<file path="src/rtl/ksa_sub_pipe.sv">
// Pipelined Kogge-Stone subtractor: d = a - b - bin computed as a + ~b + ~bin,
// with one register per prefix level and a single global stall enable.
module ksa_sub_pipe #(
    parameter int BITS   = 64,
    parameter int LEVELS = 6
) (
    input  logic            clk,
    input  logic            rst_n,
    input  logic [BITS-1:0] a,
    input  logic [BITS-1:0] b,
    input  logic            bin,
    input  logic            in_valid,
    output logic            in_ready,
    output logic [BITS-1:0] d,
    output logic            bout,
    output logic            ov,
    output logic            out_valid,
    input  logic            out_ready
);

    // Handshake: a transfer happens on a rising edge where valid & ready are
    // both high; the whole pipe moves only when the output slot is empty or
    // being taken, so in_ready is that same enable (no bubble compression).
    logic            w_en;

    logic [BITS-1:0] w_p_in;
    logic [BITS-1:0] w_g_in;
    logic [BITS-1:0] w_p_nx [1:LEVELS];
    logic [BITS-1:0] w_g_nx [1:LEVELS];
    logic [BITS-1:0] w_d;

    // Index 0 is the operand stage, index k the result of prefix level k.
    logic [BITS-1:0] r_p    [0:LEVELS];
    logic [BITS-1:0] r_g    [0:LEVELS];
    logic [BITS-1:0] r_p0   [0:LEVELS];
    logic            r_cin  [0:LEVELS];
    logic            r_amsb [0:LEVELS];
    logic            r_bmsb [0:LEVELS];
    logic [LEVELS:0] r_vld;

    logic [BITS-1:0] r_d;
    logic            r_bout;
    logic            r_ov;
    logic            r_ovld;

    assign w_en      = ~r_ovld | out_ready;
    assign in_ready  = w_en;
    assign d         = r_d;
    assign bout      = r_bout;
    assign ov        = r_ov;
    assign out_valid = r_ovld;

    // Carry-in ~bin is folded into G[0] so the tree needs no separate cin path.
    always_comb begin
        w_p_in    = a ^ ~b;
        w_g_in    = a & ~b;
        w_g_in[0] = (a[0] & ~b[0]) | (w_p_in[0] & ~bin);
    end

    always_comb begin
        for (int k = 1; k <= LEVELS; k++) begin
            w_p_nx[k] = r_p[k-1];
            w_g_nx[k] = r_g[k-1];
            for (int i = (1 << (k - 1)); i < BITS; i++) begin
                w_p_nx[k][i] = r_p[k-1][i] & r_p[k-1][i-(1 << (k - 1))];
                w_g_nx[k][i] = r_g[k-1][i] | (r_p[k-1][i] & r_g[k-1][i-(1 << (k - 1))]);
            end
        end
    end

    // Sum bit i uses the carry into bit i: cin for bit 0, Gfinal[i-1] above.
    assign w_d = r_p0[LEVELS] ^ {r_g[LEVELS][BITS-2:0], r_cin[LEVELS]};

    always_ff @(posedge clk or negedge rst_n) begin
        if (!rst_n) begin
            for (int k = 0; k <= LEVELS; k++) begin
                r_p[k]    <= '0;
                r_g[k]    <= '0;
                r_p0[k]   <= '0;
                r_cin[k]  <= 1'b0;
                r_amsb[k] <= 1'b0;
                r_bmsb[k] <= 1'b0;
            end
            r_vld  <= '0;
            r_d    <= '0;
            r_bout <= 1'b0;
            r_ov   <= 1'b0;
            r_ovld <= 1'b0;
        end else if (w_en) begin
            r_p[0]    <= w_p_in;
            r_g[0]    <= w_g_in;
            r_p0[0]   <= w_p_in;
            r_cin[0]  <= ~bin;
            r_amsb[0] <= a[BITS-1];
            r_bmsb[0] <= b[BITS-1];
            for (int k = 1; k <= LEVELS; k++) begin
                r_p[k]    <= w_p_nx[k];
                r_g[k]    <= w_g_nx[k];
                r_p0[k]   <= r_p0[k-1];
                r_cin[k]  <= r_cin[k-1];
                r_amsb[k] <= r_amsb[k-1];
                r_bmsb[k] <= r_bmsb[k-1];
            end
            r_vld  <= {r_vld[LEVELS-1:0], in_valid};
            r_d    <= w_d;
            r_bout <= ~r_g[LEVELS][BITS-1];
            r_ov   <= (r_amsb[LEVELS] ^ r_bmsb[LEVELS]) & (r_amsb[LEVELS] ^ w_d[BITS-1]);
            r_ovld <= r_vld[LEVELS];
        end
    end

endmodule
</file>
<file path="config.mk">
export PLATFORM = sky130hd
export DESIGN_NAME = ksa_sub_pipe
export DESIGN_NICKNAME = d
export VERILOG_FILES = /design/src/rtl/ksa_sub_pipe.sv
export SDC_FILE = /design/constraint.sdc
export NUM_CORES = 2
export LEC_CHECK = 0
export CAP_MARGIN = 20
export CORE_MARGIN = 10
export CORE_UTILIZATION = 40
export DETAILED_ROUTE_END_ITERATION = 8
export GPL_ROUTABILITY_DRIVEN = 0
export GPL_TIMING_DRIVEN = 0
export RECOVER_POWER = 100
export SLEW_MARGIN = 5
export SYNTH_ARGS = -nofsm -noshare
export SYNTH_HDL_FRONTEND = slang
export SYNTH_SLANG_ARGS = --single-unit
</file>
<file path="constraint.sdc">
create_clock -name clk -period 3.7 [get_ports clk]
set_clock_uncertainty 0.15 [all_clocks]
set_input_delay 0.37 -clock clk [delete_from_list [all_inputs] [get_ports clk]]
set_output_delay 0.37 -clock clk [all_outputs]
set_load 0.03 [all_outputs]
</file>
==> reports/qor.csv <==
metric,value,unit
avgRoutedWirePerCell,20.30,um
switchingPower,18.43,mW
grt_pass1_wl,232.8,mm
die-area,137700,sq um
clkSlewWorstSetupHoldPaths,0.06,ns
ys_warn_count,0,
cts_root_buffer,clkbuf_16,
grt_pass1_vias,37737,
vias,37641,
min_path_type,in2reg,
pre_cts_ws,0.1517,ns
die_w,371.1,um
tritoncts,built,
required,3.18,ns
clock_latency,0.76,ns
layout-drive-gt1-share,5.710,%
max_freq,274.8,MHz
violations,"max-capacitance violations, max-slew violations",
max_slew.worst_pin.slew,2.045,ns
seq_power_share,48.6,%
dp_hpwl,113.8,mm
final_cell_mix,"nand2_1 (2702), dfrtp_1 (1249), o21ai_0 (386)",
place_inst,7233,
initial_core_util,40.35,%
min_period_over_period,98.34,%
setup_ws,0.06132,ns
drv_cap,1,
hold_slack,0.04857,ns
synth_top_area_share,63.38,%
portBuffers,200,
netlist_instances,5400,
stdcell_count,7475,
finalSetupViolCount,0,
pwr-share-comb,24.2,%
ctsLongestPathBuffers,3,
grt_overflow_total,0,
syn2layout_area_growth,17.21,%
drc_errors,0,
avgSynthCellArea,9.132,sq um
ios,201,
fin_crit,3.639,ns
fin_tns_setup,0,ns
crit_buf_inv,5,
drtIter0Drc,3270,
netlist_area,49310,sq um
hold_viol_final,0,
status,"finished, violations left",
max-vdd-ir-drop,0.0005110,V
via_per_inst,5.036,
clock_sinks,1249,
slew_violations,150,
grt_util_all_layers,22.05,%
cts_buffers,132,
synth-seq-cells,1249,
cts_setup_buffers,0,
synthTopCellsByArea,"dfrtp_1 (63%), nand2_1 (21%), o21ai_0 (3.9%), a21oi_1 (3.3%), nand3_1 (2.6%)",
p_leak,29.15,nW
end_kind,primary output,
firstDrtPassIters,5,
crit_path_start_kind,register,
fp.dieH,371.1,um
cp.arrival,3.12,ns
crit_chain,nor2b_2 > buf_6 > inv_2 > buf_4 > buf_2 > clkdlybuf4s50_1,
yosysSeqAreaShare,63.38,%
criticalPathCategory,reg2out,
synth.net_count,5597,
core_area,122200,sq um
placementRows,128,
cts_max_level,4,
clockPowerShare,27.2,%
grt_start_max_net_pins,179,
worstPathMaxFanout,10,
rsz0062_at_grt,false,
ant_nets,0,
final_common_cell,nand2_1,
path_delay_family,buffers and inverters,
sw_frac_of_total,37.74,%
drt_wl_total,151.7,mm
p_per_area,844.9,nW/um^2
nets,5943,
max_stage_delay,0.75,ns
antenna_found_initial,11,
yosys.area.top_type,dfrtp_1,
slowest_stage,clkdlybuf4s50_1,
internal_power,30.40,mW
synth_cell_types,20,
slew_headroom,-36.37,%
-- what timing repair did --
item	4_1_cts	5_1_grt
endpoints found under the setup margin	1	122
hold endpoints to repair	334	0
cloned	0	1
gates resized for setup	1	0
hold buffers	3	0
-- flip-flops by register name, indices dropped and copies added (netlist names) --
register,flops
out_valid,1
r_amsb,7
r_vld,7
r_g,448
r_cin,7
r_p,327
r_p0,379
ov,1
r_bmsb,7
d,64
bout,1
-- cell families (layout without fill, tap and decap cells) --
family / count (synthesis) / after routing / share of synthesized area [%]
xor+xnor: 64 / 64 / 1.137
flops: 1249 / 1249 / 63.38
buf+inv: 343 / 792 / 3.347
compound gates: 712 / 712 / 7.229
fa+ha+maj: 64 / 64 / 1.624
simple gates: 2968 / 2968 / 23.28
other cells: 0 / 1 / 0
-- path summary, 6_finish.rpt --
path | startpoint | slack [ns] | endpoint | depth (start not counted)
setup / recovery | out_valid | 0.06 | in_ready | 6
hold / removal | bin | 0.05 | r_cin[6] | 2
setup reg to reg | out_valid | 0.13 | r_p[380] | 8
hold reg to reg | r_g[63] | 0.30 | bout | 1
max in group asynchronous | rst_n | 0.50 | r_p0[247] | 6
min in group asynchronous | rst_n | 0.52 | r_p0[323] | 3
-- layer usage --
metal  up-vias  global-route usage, %  routed length [um]
met1     18330                  30.37               66530
met4         6                  7.941                5730
met2      1117                  34.14               68390
met3       246                  4.823               11060
li1      17942                      -                   -
met5         -                      0                  41
-- final cells by class --
class	count	area, sq um
well taps	1625	2033
plain buffers	277	1245
inverters	66	247.7
diodes	1	2.502
repair buffers	212	2233
multi-input cells	3808	16410
flip-flops and latches	1249	31260
clock inverters	42	473.0
clock buffers	195	3900
fillers	11853	64400
-- synthesized netlist by cell type, drive strengths merged --
| library cell | number |
|---|---|
| nand2 | 2702 |
| inv | 66 |
| or3b | 1 |
| clkbuf | 65 |
| a31oi | 1 |
| nor2b | 1 |
| a21oi | 325 |
| nand2b | 1 |
| buf | 212 |
| xnor2 | 64 |
| ha | 64 |
| o21ai | 386 |
| nand3 | 258 |
| nand3b | 1 |
| nor2 | 4 |
| dfrtp | 1249 |
-- stage by stage --
step                      power, mW  instance area (sq um)  util (%)
after CTS                     49.31                  57990     47.46
after global routing          51.73                  57790     47.29
after detailed placement      36.01                  53580     43.85
final                         48.83                  57800     47.30
after global placement        35.64                  53350     43.66
after floorplan               29.38                  49310         -
-- power by group through the flow --
stage / clock [mW] / combinational, mW / sequential, mW
5_1_grt: 14.0 / 13.5 / 24.2
3_5_place_dp: 0 / 12.2 / 23.8
6_report: 13.3 / 11.8 / 23.7
4_1_cts: 13.5 / 12.2 / 23.6
2_1_floorplan: 0 / 7.17 / 22.2
3_3_place_gp: 0 / 11.7 / 23.9
Power figures use the tool's default switching activity.
